**config.mk**
```make
export PLATFORM = sky130hd
export DESIGN_NAME = memory_sdpram
export DESIGN_NICKNAME = d
export VERILOG_FILES = /design/src/rtl/memory_sdpram.sv
export SDC_FILE = /design/constraint.sdc
export NUM_CORES = 1
export LEC_CHECK = 0
export BUFFER_PORTS_ARGS = -buffer_cell sky130_fd_sc_hd__buf_4
export CORE_ASPECT_RATIO = 0.5
export CORE_MARGIN = 3
export CORE_UTILIZATION = 30
export DETAILED_ROUTE_END_ITERATION = 7
export PLACE_DENSITY = 0.43
export RECOVER_POWER = 100
export SETUP_SLACK_MARGIN = 0.15
export SYNTH_ARGS = -nofsm -noshare
export SYNTH_HDL_FRONTEND = slang
export SYNTH_SLANG_ARGS = --single-unit
```
**constraint.sdc**
```tcl
create_clock -name clka -period 1.6 [get_ports clka]
set_input_delay 0.16 -clock clka [delete_from_list [all_inputs] [get_ports clka]]
set_output_delay 0.16 -clock clka [all_outputs]
set_load 0.01 [all_outputs]
```
**src/rtl/memory_sdpram.sv**
```systemverilog
// ---------------------------------------------------------------------------
// memory_sdpram
//
// Simple dual-port RAM on a single clock. Port A writes with per-byte
// enables. Port B reads through a configurable output pipeline of
// READ_LATENCY_B stages. This is a behavioural, vendor-independent
// stand-in for a common-clock, no-ECC xpm_memory_sdpram.
//
// Ports:
//   clka    - sole clock for both ports
//   rstb    - synchronous active-high reset of the final read register only
//   ena     - port A enable (gates every lane of wea)
//   wea     - per-lane write enables, one bit per BYTE_WRITE_WIDTH_A lane
//   addra   - write address
//   dina    - write data
//   enb     - port B read enable (gates the first read stage)
//   regceb  - clock enable of the final stage; ignored when latency is 1
//   addrb   - read address
//   doutb   - read data (output of the final stage)
//   sleep   - freezes every register and blocks reads and writes this cycle
// ---------------------------------------------------------------------------
module memory_sdpram #(
  parameter int MEMORY_SIZE        = 256,
  parameter int WRITE_DATA_WIDTH_A = 32,
  parameter int READ_DATA_WIDTH_B  = 32,
  parameter int BYTE_WRITE_WIDTH_A = 8,
  parameter int ADDR_WIDTH_A       = 3,
  parameter int ADDR_WIDTH_B       = 3,
  parameter int READ_LATENCY_B     = 1,
  parameter logic [READ_DATA_WIDTH_B-1:0] READ_RESET_VALUE_B = '0
) (
  input  logic                                             clka,
  input  logic                                             rstb,
  input  logic                                             ena,
  input  logic [WRITE_DATA_WIDTH_A/BYTE_WRITE_WIDTH_A-1:0] wea,
  input  logic [ADDR_WIDTH_A-1:0]                          addra,
  input  logic [WRITE_DATA_WIDTH_A-1:0]                    dina,
  input  logic                                             enb,
  input  logic                                             regceb,
  input  logic [ADDR_WIDTH_B-1:0]                          addrb,
  output logic [READ_DATA_WIDTH_B-1:0]                     doutb,
  input  logic                                             sleep
);

  localparam int DEPTH = MEMORY_SIZE / WRITE_DATA_WIDTH_A;
  localparam int NB    = WRITE_DATA_WIDTH_A / BYTE_WRITE_WIDTH_A;
  localparam int BW    = BYTE_WRITE_WIDTH_A;
  localparam int IDX_W = (DEPTH > 1) ? $clog2(DEPTH) : 1;

  // Depth expressed at each port's address width (plus one bit) so the
  // range check compares like-sized unsigned quantities.
  localparam logic [ADDR_WIDTH_A:0] DEPTH_A = (ADDR_WIDTH_A + 1)'(DEPTH);
  localparam logic [ADDR_WIDTH_B:0] DEPTH_B = (ADDR_WIDTH_B + 1)'(DEPTH);

  // Storage array starts at all zeros and is never reset.
  logic [WRITE_DATA_WIDTH_A-1:0] mem [DEPTH] = '{default: '0};

  logic                         wr_in_range;
  logic                         rd_in_range;
  logic [IDX_W-1:0]             wr_idx;
  logic [IDX_W-1:0]             rd_idx;
  logic [READ_DATA_WIDTH_B-1:0] rd_word;
  logic [READ_DATA_WIDTH_B-1:0] dout_q;

  // Addresses beyond DEPTH (only reachable when DEPTH is not a power of two
  // or the address is wider than needed) are dropped on write and read as 0.
  assign wr_in_range = ({1'b0, addra} < DEPTH_A);
  assign rd_in_range = ({1'b0, addrb} < DEPTH_B);
  assign wr_idx      = addra[IDX_W-1:0];
  assign rd_idx      = addrb[IDX_W-1:0];

  // rd_word sees the array before this edge's write lands, which gives
  // read-first behaviour on a same-address collision.
  assign rd_word = rd_in_range ? mem[rd_idx] : '0;

  // Port A: lane-masked write, gated by ena and sleep.
  always_ff @(posedge clka) begin
    if (ena && !sleep && wr_in_range) begin
      for (int j = 0; j < NB; j++) begin
        if (wea[j]) begin
          mem[wr_idx][j*BW +: BW] <= dina[j*BW +: BW];
        end
      end
    end
  end

  generate
    if (READ_LATENCY_B == 1) begin : g_lat1
      // Single stage: the capture register is also the output register,
      // so it carries the reset and regceb plays no part.
      logic unused_regceb;
      assign unused_regceb = regceb;

      always_ff @(posedge clka) begin
        if (rstb) begin
          dout_q <= READ_RESET_VALUE_B;
        end else if (enb && !sleep) begin
          dout_q <= rd_word;
        end
      end
    end else begin : g_latn
      // stage[0] is the capture stage; stage[N-2] feeds the output register.
      logic [READ_DATA_WIDTH_B-1:0] stage [READ_LATENCY_B-1];

      // Capture and intermediate stages are never reset, so reads already
      // in flight keep moving while rstb holds the output.
      always_ff @(posedge clka) begin
        if (enb && !sleep) begin
          stage[0] <= rd_word;
        end
        if (!sleep) begin
          for (int i = 1; i < READ_LATENCY_B - 1; i++) begin
            stage[i] <= stage[i-1];
          end
        end
      end

      // Output register: rstb takes priority over regceb and sleep.
      always_ff @(posedge clka) begin
        if (rstb) begin
          dout_q <= READ_RESET_VALUE_B;
        end else if (regceb && !sleep) begin
          dout_q <= stage[READ_LATENCY_B-2];
        end
      end
    end
  endgenerate

  assign doutb = dout_q;

endmodule

```
Word level (Yosys, flattened, before mapping):

Memory sizes are Yosys's and may differ from the RTL's. A register that Yosys moved wholly into a read port is not among the register bits.
Index checks and enable logic that the tools add are counted.

* div/mod/pow operators: 0
* bitwise operators: 0
* mux-type cells: 12
* reduce and logical (&&, ||, !) cells: 3
* $lt $le $gt $ge: 0
* eq/ne operators: 0
* multipliers: 0
* shifts and indexed selects: 0
* $add $sub $neg: 0

Operators by type and width (number)
* $mux 1: 12
* $logic_and 1x1->1: 2
* $logic_not 1->1: 1

* bits in read-only memories: 0
* bits in latches: 0
* RAM bits: 256
* memories: 1
* register bits: 0
* bits of input ports: 48
* word-level logic and storage cells: 16

Memory list
* mem: depth 8, bits a word 32, read ports 1, clocked after Yosys merged registers in 1, wr ports 1, RTL line 56 `logic [WRITE_DATA_WIDTH_A-1:0] mem [DEPTH] = '{default: '0};`

Depth between registers and ports, before layout:

Gate-level depths: netlist of run 1.

* word-level depth: 4
* mapped depth: 6
* mapped depth without buffers: 4

Least setup slack after synthesis of run 1:

No wires, ideal clock.

* path type: input-to-reg
* start: input addra[0]
* end: memory mem[2][16] (enable)
* arrival: 1043 ps
* setup time: 370 ps
* path buffers: 0
* stages: 2
* path slack: 187 ps
* cells stage by stage: or3b_2 > nor2_1

RTL lines
* from (decl): RTL line 36 `input logic [ADDR_WIDTH_A-1:0] addra,`
* to (decl): RTL line 56

No word-level cell before the write port.

Worst setup path after layout of run 1:

* start: input sleep
* end: memory mem[5][29] (enable)

* word-level cells in the longest chain between the ends: 4

Ends and longest elaborated chain
* from (decl): RTL line 42 `input logic sleep`
* $logic_not 1->1: RTL line 78 `if (ena && !sleep && wr_in_range) begin`
* $logic_and 1x1->1: RTL line 78
* $mux 1: RTL line 78
* $mux 1 (not written as such): RTL line 81 `mem[wr_idx][j*BW +: BW] <= dina[j*BW +: BW];`

Every way passes these cells.

==> flow_metrics.tcl, run 1 <==
set metrics [dict create \
    synthesis.nets 715 \
    layout-drive-gt1-share 0.1289 \
    die_w_microns 278.7 \
    internal_power_uw 12540 \
    worst_path_most_repeated_cell "clkbuf_1" \
    hold_path.class "in2reg" \
    status "completed" \
    p_comb_frac 0.062 \
    arrival_ns 1.51 \
    grt_pass1_wl_microns 39270 \
    cts.sinks 288 \
    p_sw_frac 0.2109 \
    hold_depth 2 \
    rsz0062_at_grt "false" \
    crit_chain "clkbuf_1 > nor2b_1 > clkbuf_1 > nand2_1 > nor2_1 > clkbuf_1" \
    overflow 0 \
    design_area_sq_um 13510 \
    drtPass1Iterations 4 \
    p_leak_uw 0.004565 \
    io_pins 80 \
    path_buf_inv 3 \
    die_h_microns 142.4 \
    seq_area_frac_synth 0.7464 \
    critPathLaunchType "input pin" \
    grt_max_degree 39 \
    remaining_drc_errors 0 \
    dp_hpwl_microns 15200 \
    syn_avg_cell_area_sq_um 16.73 \
    p_switching_uw 3352 \
    synth_seq_cells 288 \
    end_kind "flop" \
    root_buffer "clkbuf_16" \
    min_period_ns 1.344 \
    slew_headroom 0.5251 \
    cts_tree "built" \
    antenna_left 0 \
    critPathKind "in2reg" \
    syn2layout_area_growth_pct 21.04 \
    cp_slowest_stage_delay_ns 0.55 \
    cts_resized 0 \
    syn_area_sq_um 11160 \
    routedWlPerCell_microns 19.55 \
    routed_wl_microns 25850 \
    yosysWarnings 0 \
    vias 6009 \
    antenna_found_initial 0 \
    portBuffers 78 \
    die_area_sq_um 39680 \
    hold_viol_final 0 \
    nNetsFinal 865 \
    power_uw 15890 \
    slowest_stage "clkbuf_1" \
    post_dp_cell_area_sq_um 12640 \
    finalMaxSlewViolations 0 \
    synth_cell_type_count 22 \
    fillers 3464 \
    setup_viol 0 \
    power_frac_clock 0.412 \
    cp.required_ns 1.77 \
    grt_pass1_vias 6246 \
    yosys.area.top_type "edfxtp_1" \
    vdd_drop_max_v 0.0004902 \
    fin_crit_sh 0.8397 \
    cts-buffers-inserted 28 \
    whs_ns 0.05573 \
    cp_max_fo 8 \
    rows 49 \
    power.density_nw_per_um2 1177 \
    htreeDepth 1 \
    num_antenna_cells 0 \
    final_cell_mix "256 x edfxtp_1, 128 x mux2i_1, 100 x clkbuf_1, 65 x nor2_1, 64 x a22oi_1" \
    track_usage 0.1320 \
    core_sq_um 36290 \
    ys_top_cells_by_area "edfxtp_1 69%, mux2i_1 11%, dfxtp_1 5.7%, a22oi_1 4.3%, nor3_2 2.6%" \
    setup_tns_ns 0 \
    utilization 0.3721 \
    netlist_instances 667 \
    sequentialPowerShare 0.526 \
    maxCapViolations 0 \
    clock-skew-final_ns 0.008123 \
    fmax_mhz 744.3 \
    routed_via_density 4.545 \
    clkSlewWorstSetupHoldPaths_ns 0.06 \
    globalplace.congestion 0.6899 \
    synth_top_area_frac 0.6889 \
    final_common_cell "edfxtp_1" \
    path_delay_family "buffers and inverters" \
    r2r_cells 4 \
    drt_iter0_drc 279 \
    insertion_delay_ns 0.55 \
    worstSetupPathDepth 6 \
    max_slew.worst_pin.slew_ns 0.7124 \
    start_util 0.3074 \
    cts_buffer_depth 3 \
]
-- timing repair --
item                      CTS  global route
hold endpoints to repair  256             0
hold buffers               32             0
buffers inserted            0             0
-- flip-flops by register name, indices dropped and copies added, names as in the netlist --
register and flops:
mem 256, doutb 32
-- kinds of logic (layout without fill, tap and decap cells) --
group,count (synthesis),after routing,share of synthesized area
buf+inv,39,210,0.02220
compound gates,96,96,0.05741
flops,288,288,0.7464
simple gates,116,116,0.05921
mux,128,128,0.1148
-- Yosys cell counts --
| cell type | number |
|---|---|
| nand3b_1 | 3 |
| nor2b_1 | 4 |
| buf_8 | 1 |
| or3_1 | 1 |
| nor3_2 | 29 |
| nand2_1 | 5 |
| nand3_1 | 1 |
| or3b_2 | 2 |
| clkbuf_1 | 15 |
| buf_1 | 1 |
| buf_4 | 5 |
| buf_2 | 9 |
| a21oi_1 | 32 |
| edfxtp_1 | 256 |
| nor2_1 | 66 |
| and2_1 | 1 |
| nor3_1 | 3 |
| mux2i_1 | 128 |
| nand2b_1 | 1 |
| buf_6 | 8 |
| a22oi_1 | 64 |
| dfxtp_1 | 32 |
-- per-stage QoR --
| step | cells | worst slack, ns |
|---|---|---|
| finish | 1322 | 0.2565 |
| global route | 1322 | 0.1561 |
| CTS | 1322 | 0.3098 |
| detailed placement | 1239 | 0.05865 |
| global placement | 1239 | 0.03668 |
| floorplan | 667 | 0.1872 |
-- path summary, 6_finish.rpt --
path | slack (ns) | start | endpoint
setup / recovery | 0.26 | sleep | mem[5][29]
hold / removal | 0.06 | rstb | doutb[1]
setup reg to reg | 0.54 | mem[3][7] | doutb[7]
hold reg to reg | 0.51 | doutb[3] | doutb[3]
-- routing by layer --
layer | global-route usage | up-vias | share of wire
li1 | - | 2907 | -
met1 | 0.1877 | 2973 | 0.49
met2 | 0.2140 | 91 | 0.46
met3 | 0.02426 | 38 | 0.036
met4 | 0.02483 | 0 | 0.018
met5 | 0 | - | 0
-- layout make-up --
type | instances | area (sq um) | share of cell area
Multi-Input combinational cell | 340 | 2608 | 0.1931
Timing Repair Buffer | 159 | 1059 | 0.07838
Clock inverter | 14 | 140.1 | 0.01038
Sequential cell | 288 | 8328 | 0.6166
Tap cell | 484 | 605.6 | 0.04484
Clock buffer | 37 | 765.7 | 0.05670
-- worst reg2reg max path, delay by kind of cell, from the launching register on --
kind | cells | cell delay (ns)
AOI/OAI and AO/OA | 2 | 0.40
and+or+nand+nor | 1 | 0.06
DFF | 1 | 0.36
muxes | 1 | 0.14
-- power by group through the flow --
stage	sequential (uW)	combinational, uW	clock, uW
after floorplan	8540	513	0
after global placement	8520	1020	0
after detailed placement	8520	1030	0
after CTS	8360	1090	6750
after global routing	8360	1090	7070
final	8360	979	6550
Note: power is estimated with default switching activity, not from simulation.
==> run 2: changes to the inputs <==
--- a/config.mk
+++ b/config.mk
@@ -5,12 +5,13 @@
 export SDC_FILE = /design/constraint.sdc
 export NUM_CORES = 1
 export LEC_CHECK = 0
+export ABC_AREA = 1
 export BUFFER_PORTS_ARGS = -buffer_cell sky130_fd_sc_hd__buf_4
 export CORE_ASPECT_RATIO = 0.5
 export CORE_MARGIN = 3
 export CORE_UTILIZATION = 30
 export DETAILED_ROUTE_END_ITERATION = 7
-export PLACE_DENSITY = 0.43
+export PLACE_DENSITY = 0.45
 export RECOVER_POWER = 100
 export SETUP_SLACK_MARGIN = 0.15
 export SYNTH_ARGS = -nofsm -noshare
==> constraint.sdc (replaced) <==
create_clock -name clka -period 1.2 [get_ports clka]
set_input_delay 0.12 -clock clka [delete_from_list [all_inputs] [get_ports clka]]
set_output_delay 0.12 -clock clka [all_outputs]
set_load 0.01 [all_outputs]
==> run 2 against run 1 <==
Against the previous run:
- core utilization is 0.51 points higher
- global-route usage is 0.52 points higher
- die area is 8.5% higher
- non-clock buffer count is 10 higher
- design area is 10% higher
- combinational power is 59% higher
- routed wire length is 15% higher
- setup slack worse by 0.21 ns
- clock skew is 0.0030 ns higher
- via count is 36% higher
- synthesized area is 8.7% higher
- first-iteration DRC count is 63% higher
- critical endpoint is now doutb[12]
- highest routed layer unchanged
==> flow_metrics.tcl, run 2 <==
set metrics [dict create \
    synth_edf_count 256 \
    critPathLaunchType "flop" \
    insertion_delay_ns 0.55 \
    clock-skew-final_ns 0.01116 \
    cp_max_fo 2 \
    grt_max_degree 40 \
    grt_pass1_wl_microns 45680 \
    min_from "rstb" \
    grt_pass1_vias 7898 \
    root_buffer "clkbuf_16" \
    arrival_ns 1.03 \
    vias 8155 \
    fin_crit_sh 0.9606 \
    synth_cell_type_count 14 \
    cp.required_ns 1.08 \
    num_antenna_cells 0 \
    crit_chain "buf_6" \
    sequentialPowerShare 0.533 \
    syn2layout_area_growth_pct 22.40 \
    setup_slack_ns 0.04727 \
    cts.sinks 288 \
    finalMaxSlewViolations 0 \
    top_register "mem" \
    r2r_start "mem[1][17]" \
    start_util 0.3082 \
    cts-buffers-inserted 29 \
    rows 51 \
    layout-drive-gt1-share 0.1011 \
    setup_viol 0 \
    preCtsSetupSlack_ns -0.06204 \
    overflow 0 \
    dp_hpwl_microns 17820 \
    syn_avg_cell_area_sq_um 10.12 \
    final_cell_mix "288 x nand2_1, 263 x inv_1, 256 x edfxtp_1, 204 x nand3_1, 67 x clkbuf_1" \
    maxCapViolations 0 \
    synth_seq_cells 288 \
    path_buf_inv 1 \
    rsz0062_at_grt "true" \
    remaining_drc_errors 0 \
    syn_area_sq_um 12130 \
    p_sw_frac 0.2203 \
    track_usage 0.1372 \
    routed_wl_microns 29640 \
    antenna_left 0 \
    p_leak_uw 0.006355 \
    cp_slowest_stage_delay_ns 0.37 \
    async_flop_share 0 \
    final_common_cell "nand2_1" \
    yosys.area.top_type "edfxtp_1" \
    cts_tree "built" \
    cts_buffer_depth 3 \
    globalplace.congestion 0.7366 \
    core_sq_um 39370 \
    portBuffers 78 \
    seq_area_frac_synth 0.6864 \
    routedWlPerCell_microns 15.64 \
    die_h_microns 148.2 \
    clkSlewWorstSetupHoldPaths_ns 0.06 \
    largest_reg_flops 256 \
    status "completed" \
    p_comb_frac 0.074 \
    synthesis.nets 1247 \
    internal_power_uw 16340 \
    slew_headroom 0.5678 \
    end_kind "output port" \
    vdd_drop_max_v 0.0006703 \
    synth_top_area_frac 0.6336 \
    nNetsFinal 1390 \
    slowest_stage "dfxtp_2" \
    antenna_found_initial 0 \
    min_period_ns 1.153 \
    hold_path.class "in2reg" \
    drt_iter0_drc 454 \
    htreeDepth 1 \
    p_switching_uw 4617 \
    critPathKind "reg2out" \
    die_w_microns 290.4 \
    ys_top_cells_by_area "edfxtp_1 63%, nand2_1 8.9%, nand3_1 8.4%, inv_1 8.1%, dfxtp_1 5.3%" \
    routed_via_density 4.303 \
    hold_viol_final 0 \
    synth.most_common_cell "nand2_1" \
    fmax_mhz 867.5 \
    io_pins 80 \
    startpoint "doutb[12]" \
    die_area_sq_um 43040 \
    netlist_instances 1199 \
    utilization 0.3772 \
    power.density_nw_per_um2 1411 \
    yosysWarnings 0 \
    power_frac_clock 0.393 \
    drtPass1Iterations 4 \
    path_delay_family "flip-flops" \
    ys.flop_type "edfxtp_1" \
    max_slew.worst_pin.slew_ns 0.6484 \
    synth_common_cells "288 x nand2_1, 263 x inv_1, 256 x edfxtp_1" \
]
==> run 2: cell families after synthesis <==
logic type | Yosys count | synth area share
AOI/OAI and AO/OA | 64 | 0.02640
DFF | 288 | 0.6864
and+or+nand+nor | 525 | 0.1837
buffers and inverters | 322 | 0.1035
==> run 2: timing repair <==
action,in CTS,in global routing
buffers inserted,0,1
resized for setup,66,1
hold buffers,32,0
endpoints found under the hold margin,256,0
setup endpoints to repair,32,32
==> run 2: metal layers <==
layer	share of wire	wire (microns)	global-route usage	vias up
li1	-	-	-	4136
met1	0.47	13790	0.1807	3866
met2	0.49	14380	0.2408	107
met3	0.030	884	0.02029	46
met4	0.020	591	0.03119	0
met5	0	0	0	-
==> run 2: worst paths after layout <==
| path | cells past startpoint | slack [ns] | to |
|---|---|---|---|
| max | 1 | 0.05 | doutb[12] |
| min | 5 | 0.05 | doutb[24] |
| max reg2reg | 6 | 0.27 | doutb[17] |
| min reg2reg | 2 | 0.55 | doutb[21] |
==> run 2: power by group through the flow <==
stage          clock network (uW)  logic (uW)  registers [uW]
2_1_floorplan                   0         707           11400
3_3_place_gp                    0        1500           11400
3_5_place_dp                    0        1520           11400
4_1_cts                      8500        1660           11200
5_1_grt                      8900        1730           11200
6_report                     8230        1560           11200
==> run 2: stage by stage <==
step / instance area, sq um / total power (uW) / TNS, ns / instances / hold slack (ns)
after floorplan: 12130 / 12090 / 0 / 1199 / 0.2189
after CTS: 15120 / 21340 / 0 / 1894 / 0.02812
after global placement: 13790 / 12860 / -7.236 / 1808 / 0.3524
after detailed placement: 13790 / 12890 / -8.400 / 1808 / 0.3542
after global routing: 14850 / 21810 / 0 / 1895 / 0.05178
final: 14850 / 20960 / 0 / 1895 / 0.05198
==> run 2: layout make-up <==
type	count	area, sq um
clock buffers	50	824.5
clock inverters	4	21.27
fillers	3859	24520
inverters	265	996.0
multi-input cells	589	2554
flip-flops and latches	288	8349
well taps	530	663.1
repair buffers	169	1443
==> run 3: changes to the inputs <==
--- a/config.mk
+++ b/config.mk
@@ -5,7 +5,6 @@
 export SDC_FILE = /design/constraint.sdc
 export NUM_CORES = 1
 export LEC_CHECK = 0
-export ABC_AREA = 1
 export BUFFER_PORTS_ARGS = -buffer_cell sky130_fd_sc_hd__buf_4
 export CORE_ASPECT_RATIO = 0.5
 export CORE_MARGIN = 3
==> run 3 against run 2 <==
Against the previous run:
- global-route usage decreased by 0.79 points
- clock skew is 0.0031 ns lower
- critical path type unchanged
- sequential power about the same
- count of clock-buffer cells in the layout decreased by 16
- critical endpoint is now doutb[23]
- largest power group unchanged
- routed wire length fell by 14%
- core utilization increased by 0.98 points
==> flow_metrics.tcl, run 3 (synthesis gave the netlist of run 1 again) <==
set metrics [dict create \
    status "completed" \
    arrival_ns 1.02 \
    slowest_stage "dfxtp_4" \
    critPathLaunchType "flop" \
    cts_buffer_depth 3 \
    slew_headroom 0.6433 \
    grt_busiest_layer "met2" \
    clock-skew-final_ns 0.008063 \
    final_cell_mix "256 x edfxtp_1, 128 x mux2i_1, 56 x a22oi_1, 51 x nor2_1, 35 x clkbuf_1" \
    critPathKind "reg2out" \
    drt_iter0_drc 323 \
    maxCapViolations 0 \
    met3_usage 0.02377 \
    setup_viol 0 \
    fin_crit_sh 0.9531 \
    overflow 0 \
    cts.sinks 288 \
    max_slew.worst_pin.slew_ns 0.5345 \
    preCtsSetupSlack_ns -0.2042 \
    core_sq_um 36290 \
    track_usage 0.1293 \
    power.density_nw_per_um2 1548 \
    use_met1 0.1765 \
    finish.cell_count_without_fillers 1323 \
    cts-buffers-inserted 29 \
    insertion_delay_ns 0.55 \
    finalMaxSlewViolations 0 \
    hold_path.class "in2reg" \
    start_util 0.3074 \
    rows 49 \
    utilization 0.3870 \
    antenna_found_initial 0 \
    top_register "mem" \
    globalplace.congestion 0.7016 \
    min_period_ns 1.144 \
    path_buf_inv 1 \
    vias 6041 \
    nNetsFinal 867 \
    path_delay_family "flip-flops" \
    cp_slowest_stage_delay_ns 0.35 \
    antenna_left 0 \
    p_leak_uw 0.004866 \
    htreeDepth 1 \
    die_area_sq_um 39680 \
    fmax_mhz 874.3 \
    end_kind "output port" \
    layout-drive-gt1-share 0.2503 \
    cp.required_ns 1.08 \
    fillers 3424 \
    die_w_microns 278.7 \
    largest_reg_flops 256 \
    grt_max_degree 34 \
    grt_pass1_vias 6392 \
    portBuffers 78 \
    io_pins 80 \
    clkSlewWorstSetupHoldPaths_ns 0.06 \
    dp_cells 1238 \
    final_common_cell "edfxtp_1" \
    routed_wl_microns 25600 \
    setup_tns_ns 0 \
    whs_ns 0.1182 \
    drtPass1Iterations 4 \
    hold_viol_final 0 \
    grt_util_met2 0.2187 \
    dp_hpwl_microns 16260 \
    routedWlPerCell_microns 19.35 \
    rsz0062_at_grt "true" \
    setup_slack_ns 0.05624 \
    cts_tree "built" \
    crit_chain "buf_2" \
    remaining_drc_errors 0 \
    num_antenna_cells 0 \
    routed_via_density 4.566 \
    vdd_drop_max_v 0.0009328 \
    syn2layout_area_growth_pct 25.89 \
    grt_pass1_wl_microns 39190 \
    root_buffer "clkbuf_16" \
    cp_max_fo 2 \
    die_h_microns 142.4 \
]
run 3: cell count changes in the layout (fill, tap and decap cells not counted), moves of 11 or more:
cell / delta
buf_4: +11
nor3_2: +28
mux2i_1: +128
clkbuf_1: -32
nand3_1: -203
inv_1: -263
nor2_2: +15
o21ai_0: -32
a22oi_1: +56
nand2_1: -287
nor2_1: +19
run 3: final cells by class:
type                    instances  area [sq um]  area share
multi-input cells             340          2706      0.1927
clock buffers                  34         764.5     0.05442
clock inverters                17         188.9     0.01345
flip-flops and latches        288          8341      0.5937
well taps                     484         605.6     0.04311
repair buffers                160          1441      0.1026
run 3: through the flow:
| step | area (sq um) | total power [uW] |
|---|---|---|
| after global routing | 14050 | 22620 |
| after floorplan | 11480 | 12150 |
| final | 14050 | 21740 |
| after global placement | 13170 | 12850 |
| after detailed placement | 13170 | 12870 |
| after CTS | 14620 | 22230 |
run 3: tightest hold or removal path: cells and delay by family:
family                 cells  cell delay, ns
and+or+nand+nor            3            0.19
buffers and inverters      2            0.29
run 3: path summary, 6_finish.rpt:
kind	from	endpoint	slack, ns	cells past startpoint
max	doutb[23]	doutb[23]	0.06	1
max reg2reg	mem[3][23]	doutb[23]	0.11	4
min	sleep	doutb[3]	0.12	5
min reg2reg	doutb[3]	doutb[3]	0.51	2
run 3: where the power goes:
group	total [uW]	switching (uW)	internal, uW
logic	1500	818	678
registers	11200	78.7	11100
clock network	9080	3700	5380
run 3: metal layers:
layer | vias to the layer above | part of all wire
met5 | - | 0
met4 | 0 | 0.018
met3 | 34 | 0.030
met2 | 78 | 0.47
met1 | 3036 | 0.48
li1 | 2893 | -
run 3: repair_timing:
item / CTS / global route
pin swaps: 0 / 24
hold buffers: 33 / 0
endpoints found under the setup margin: 33 / 60
buffers inserted: 0 / 1
hold endpoints to repair: 268 / 0
resized for setup: 67 / 27
